**src/rtl/core_pkg.sv**
```systemverilog
// Shared definitions for the 8-bit pipelined core: opcodes, instruction
// field positions and the ID/EX pipeline register layout.
package core_pkg;

  localparam int DATA_W  = 8;
  localparam int NREG    = 8;
  localparam int REG_AW  = 3;
  localparam int INSTR_W = 8;

  localparam logic [1:0] OP_MOV = 2'b00;
  localparam logic [1:0] OP_ADD = 2'b01;
  localparam logic [1:0] OP_SLL = 2'b10;
  localparam logic [1:0] OP_JMP = 2'b11;

  // MOV R0,R0 doubles as the NOP encoding.
  localparam logic [INSTR_W-1:0] INSTR_NOP = 8'h00;

  // Instruction field slices: op = [7:6], rd = [5:3], rs = [2:0].
  localparam int OP_HI  = 7;
  localparam int OP_LO  = 6;
  localparam int RD_HI  = 5;
  localparam int RD_LO  = 3;
  localparam int RS_HI  = 2;
  localparam int RS_LO  = 0;
  localparam int TGT_HI = 5;

  typedef struct packed {
    logic [1:0]        op;
    logic [REG_AW-1:0] rd;
    logic [DATA_W-1:0] rd_val;
    logic [DATA_W-1:0] rs_val;
    logic [REG_AW-1:0] shamt;
    logic              regwrite;
  } idex_t;

  function automatic logic [1:0] instr_op(input logic [INSTR_W-1:0] instr);
    return instr[OP_HI:OP_LO];
  endfunction

  function automatic logic [REG_AW-1:0] instr_rd(input logic [INSTR_W-1:0] instr);
    return instr[RD_HI:RD_LO];
  endfunction

  function automatic logic [REG_AW-1:0] instr_rs(input logic [INSTR_W-1:0] instr);
    return instr[RS_HI:RS_LO];
  endfunction

endpackage

```
**src/rtl/regfile_8x8.sv**
```systemverilog
// Architectural register file: two async read ports with write-back
// bypass, one sync write port, reset loads R[i] = i.
module regfile_8x8 #(
  parameter int DATA_W = 8,
  parameter int NREG   = 8,
  parameter int AW     = $clog2(NREG)
) (
  input  logic              clk,
  input  logic              reset,
  input  logic [AW-1:0]     rd_addr,
  input  logic [AW-1:0]     rs_addr,
  input  logic              wb_en,
  input  logic [AW-1:0]     wb_addr,
  input  logic [DATA_W-1:0] wb_data,
  output logic [DATA_W-1:0] rd_val,
  output logic [DATA_W-1:0] rs_val
);

  logic [NREG-1:0][DATA_W-1:0] mem;

  // Storage: reset wins over a concurrent write-back, which is dropped.
  always_ff @(posedge clk or negedge reset) begin
    if (!reset) begin
      for (int i = 0; i < NREG; i++) mem[i] <= DATA_W'(i);
    end else if (wb_en) begin
      mem[wb_addr] <= wb_data;
    end
  end

  // Read ports: forward the in-flight write-back so decode never sees stale data.
  always_comb begin
    rd_val = mem[rd_addr];
    rs_val = mem[rs_addr];
    if (wb_en && (wb_addr == rd_addr)) rd_val = wb_data;
    if (wb_en && (wb_addr == rs_addr)) rs_val = wb_data;
  end

endmodule

```
**src/rtl/id_stage.sv**
```systemverilog
// Instruction decode stage: register read with bypass, combinational jump
// redirect to fetch, and the ID/EX pipeline register.
module id_stage #(
  parameter int DATA_W = 8,
  parameter int NREG   = 8
) (
  input  logic              clk,
  input  logic              reset,
  input  logic [7:0]        instr_if_id,
  input  logic              wb_en,
  input  logic [2:0]        wb_addr,
  input  logic [DATA_W-1:0] wb_data,
  output logic              jump_en,
  output logic [DATA_W-1:0] jump_addr,
  output logic [1:0]        idex_op,
  output logic [2:0]        idex_rd,
  output logic [DATA_W-1:0] idex_rd_val,
  output logic [DATA_W-1:0] idex_rs_val,
  output logic [2:0]        idex_shamt,
  output logic              idex_regwrite
);
  import core_pkg::*;

  logic [1:0]        op;
  logic [2:0]        rd_idx;
  logic [2:0]        rs_idx;
  logic [DATA_W-1:0] rd_val;
  logic [DATA_W-1:0] rs_val;
  idex_t             dec;
  idex_t             idex_q;

  assign op     = instr_op(instr_if_id);
  assign rd_idx = instr_rd(instr_if_id);
  assign rs_idx = instr_rs(instr_if_id);

  regfile_8x8 #(
    .DATA_W (DATA_W),
    .NREG   (NREG),
    .AW     (3)
  ) u_regfile (
    .clk     (clk),
    .reset   (reset),
    .rd_addr (rd_idx),
    .rs_addr (rs_idx),
    .wb_en   (wb_en),
    .wb_addr (wb_addr),
    .wb_data (wb_data),
    .rd_val  (rd_val),
    .rs_val  (rs_val)
  );

  // Jump redirect: pure decode of the IF/ID word, independent of reset.
  always_comb begin
    jump_en   = (op == OP_JMP);
    jump_addr = '0;
    if (jump_en) jump_addr = DATA_W'(instr_if_id[TGT_HI:0]);
  end

  // Decode: JMP carries only its opcode downstream; NOP never writes back.
  always_comb begin
    dec = '0;
    dec.op = op;
    if (op != OP_JMP) begin
      dec.rd       = rd_idx;
      dec.rd_val   = rd_val;
      dec.rs_val   = rs_val;
      dec.shamt    = instr_if_id[RS_HI:RS_LO];
      dec.regwrite = (instr_if_id != INSTR_NOP);
    end
  end

  // ID/EX register: advances every cycle, cleared immediately on reset.
  always_ff @(posedge clk or negedge reset) begin
    if (!reset) idex_q <= '0;
    else        idex_q <= dec;
  end

  assign idex_op       = idex_q.op;
  assign idex_rd       = idex_q.rd;
  assign idex_rd_val   = idex_q.rd_val;
  assign idex_rs_val   = idex_q.rs_val;
  assign idex_shamt    = idex_q.shamt;
  assign idex_regwrite = idex_q.regwrite;

endmodule

```
**config.mk**
```make
export PLATFORM = sky130hd
export DESIGN_NAME = id_stage
export DESIGN_NICKNAME = d
export VERILOG_FILES = /design/src/rtl/core_pkg.sv /design/src/rtl/regfile_8x8.sv /design/src/rtl/id_stage.sv
export SDC_FILE = /design/constraint.sdc
export NUM_CORES = 1
export LEC_CHECK = 0
export ABC_AREA = 1
export CAP_MARGIN = 25
export CELL_PAD_IN_SITES_DETAIL_PLACEMENT = 1
export CELL_PAD_IN_SITES_GLOBAL_PLACEMENT = 1
export CORE_UTILIZATION = 37
export DETAILED_ROUTE_END_ITERATION = 10
export GPL_ROUTABILITY_DRIVEN = 0
export PLACE_DENSITY_LB_ADDON = 0.1
export SLEW_MARGIN = 20
export SYNTH_ARGS = -nofsm -noshare
export SYNTH_HDL_FRONTEND = slang
export SYNTH_HIERARCHICAL = 1
export SYNTH_SLANG_ARGS = --single-unit
```
**constraint.sdc**
```tcl
create_clock -name clk -period 1.07 [get_ports clk]
set_input_delay 0.1605 -clock clk [delete_from_list [all_inputs] [get_ports clk]]
set_output_delay 0.1605 -clock clk [all_outputs]
set_load 0.02 [all_outputs]
```
==> results.toml <==
[power_and_ir_drop]
cellLeakagePower_nw = 3.53
power_density_nw_per_um2 = 1580
vdd_drop_max_v = 0.000577
power_mw = 10.6

[timing]
slew_violations = 0
rsz0062_at_grt = "true"
finalSetupViolCount = 10
min_period_over_period = 1.10
setup_slack_ps = -102
hold_viol_final = 0
fin_worst_skew_ps = 6.32
period_minus_slack_ps = 1170
fmax_mhz = 853

[yosys]
syn_area_per_cell_sq_um = 7.00
netlist_top_cells_area = "dfrtp_1, nand2_1, nand3_1, inv_1, dfstp_2"
synth_xor_area_frac = 0
synth.distinct_cells = 23
yosys.area_share.simple = 0.351
synth_fa_ha_area_frac = 0
synth_edf_count = 0
syn-cell-area_sq_um = 4940
synth_top_cell_by_area = "dfrtp_1"
muxShareOfSynthArea = 0
synth-seq-cells = 89
async_reset_ff_frac = 1.00
synthMostInstantiatedCell = "nand2_1"
yosysSeqAreaShare = 0.454
yosysWarnings = 6
synth_top_family_by_area = "simple AND/OR/NAND/NOR gates"
synth_top_area_share = 0.390
synth_flop_cell = "dfrtp_1"
synth_common_cells = "nand2_1, nand3_1, inv_1, dfrtp_1, o21ai_0"
synth_compound_area_frac = 0.0710
syn_inst = 705

[route]
postRouteAntennaNets = 0
route.vias.total = 4980
viasPerCell = 5.10
drt_iter0_drc = 225
wl_um = 17900
wl_per_cell_um = 18.3
drc = 0
drt_first_pass_iters = 4

[final_layout]
num_antenna_cells = 0
layout.nets = 822
finalInstanceArea_sq_um = 6700
area_growth_pct = 35.7
fin_cells = 977
drive_gt1_frac = 0.365

[setup_path]
crit_type = "flip-flop to flip-flop"
arrival_ps = 1450
crit_chain = "inv_2, nand2_1, nand3_2, nand3_2, nand3_2, nand2_1, inv_1, nor2_1"
slowest_delay_ps = 540
cpMostUsedCell = "nand3_2"
r2r_slack_ps = -100
crit_slowest_cell = "dfstp_2"
worst-path-max-fanout = 2
required_ps = 1350
worstSetupStartpointType = "flip-flop"
reg2reg_depth = 8
end_kind = "flip-flop"

[placement]
postPlaceCellArea_sq_um = 6040
dp_hpwl_um = 12500
place_inst = 949
portBuffers = 53
preCtsSetupSlack_ps = -756

[global_route]
globalRouteOverflowTotal = 0
grt_pass1_vias = 5553
antenna_found_initial = 0
grt_max_degree = 60
gr-usage-all-layers = 0.264
grt_pass1_wl_um = 28600

[floorplanning]
ios = 56
die_height_um = 118
die_area_sq_um = 13800
rows = 41
initial_utilization = 0.385
die_x_um = 118
core_sq_um = 12800

[cts]
clockBufferDepth = 2
clk_pin_slew_worst_paths_ps = 70
cts.sinks = 89
cts_tree = "built"
cts.htree.levels = 3
cts_root_buf = "clkbuf_16"
cts_made_buffers = 9
clk-insertion-delay-late_ps = 350

[status]
status = "complete, but fails checks"
violations = "negative setup slack"

[flow_run]
cap_violations = 0

[worst_hold_path]
hp-class = "primary input to flip-flop"
min_path_cells = 3
==> path summary, 6_finish.rpt <==
path | startpoint | endpoint
worst max-delay path | u_regfile/mem[8]$_DFFE_PN1P_ | idex_rs_val[0]$_DFF_PN0_
worst min-delay path | instr_if_id[0] | idex_shamt[0]$_DFF_PN0_
worst max register to register | u_regfile/mem[8]$_DFFE_PN1P_ | idex_rs_val[0]$_DFF_PN0_
worst min register to register | u_regfile/mem[50]$_DFFE_PN1P_ | u_regfile/mem[50]$_DFFE_PN1P_
max in group asynchronous | reset | u_regfile/mem[57]$_DFFE_PN1P_
min in group asynchronous | reset | u_regfile/mem[18]$_DFFE_PN0P_
==> final cells by class <==
cell class	count	area, sq um
Tap cell	172	215
Clock buffer	10	229
Inverter	105	409
Clock inverter	6	58.8
Multi-Input combinational cell	478	2520
Timing Repair Buffer	117	1030
Sequential cell	89	2240
Fill cell	1629	6120
==> power breakdown <==
group / switching (mW) / internal, mW
Combinational: 1.88 / 1.17
Sequential: 0.350 / 4.00
Clock: 1.37 / 1.80
==> registers in the layout, indices dropped and copies added (netlist names) <==
name / count
u_regfile/mem: 64
idex_rd_val: 8
idex_rs_val: 8
idex_rd: 3
idex_shamt: 3
idex_op: 2
idex_regwrite: 1
==> timing repair <==
action | in CTS | in global routing
pin swaps | 15 | 47
buffers inserted | 2 | 9
gates cloned | 0 | 1
hold endpoints to repair | 77 | 0
hold buffers | 1 | 0
setup endpoints to repair | 112 | 39
gates resized for setup | 200 | 108
==> logic make-up after synthesis <==
kind of cell	after synthesis
AO/OA/AOI/OAI	64
AND/OR/NAND/NOR	412
other	1
buffers and inverters	139
flip-flops	89
==> layout by cell type, fill, tap and decap left out <==
cell type and n:
buf_12 14, buf_2 31, buf_4 45, buf_6 6, bufinv_16 1, clkbuf_1 1, clkbuf_16 10, clkbuf_2 7
clkdlybuf4s15_1 1, clkdlybuf4s15_2 1, clkdlybuf4s50_1 8, clkinv_2 4, clkinv_4 1, conb_1 2, dfrtp_1 77, dfstp_2 12
dlygate4sd2_1 2, dlygate4sd3_1 1, inv_1 53, inv_2 47, inv_4 4, inv_6 1, nand2_1 232, nand2_2 20
nand2_4 4, nand3_1 45, nand3_2 63, nand3_4 3, nor2_1 33, nor2_2 11, nor3_4 1, o21ai_0 48
o21ai_1 8, o21ai_2 8
==> per-stage QoR <==
stage / hold WS (ps) / utilization / setup TNS (ps)
after floorplan: -135 / - / 0
after global placement: 194 / 0.471 / -57380
after detailed placement: 198 / 0.471 / -59840
after CTS: 222 / 0.494 / -613
after global routing: 99.9 / 0.522 / -1580
final: 72.7 / 0.522 / -591
==> layer usage <==
metal,GRT usage,wire length [um],vias to the layer above
li1,-,-,2355
met1,0.313,7440,2466
met2,0.464,9180,109
met3,0.0281,463,50
met4,0.154,792,0
met5,0,0,-
==> critical path: cells and delay by family (launching register included) <==
kind | cells | cell delay (ps)
and+or+nand+nor | 6 | 480
DFF | 1 | 540
buffers and inverters | 2 | 80
No activity file was read; power rests on OpenSTA's default activity.
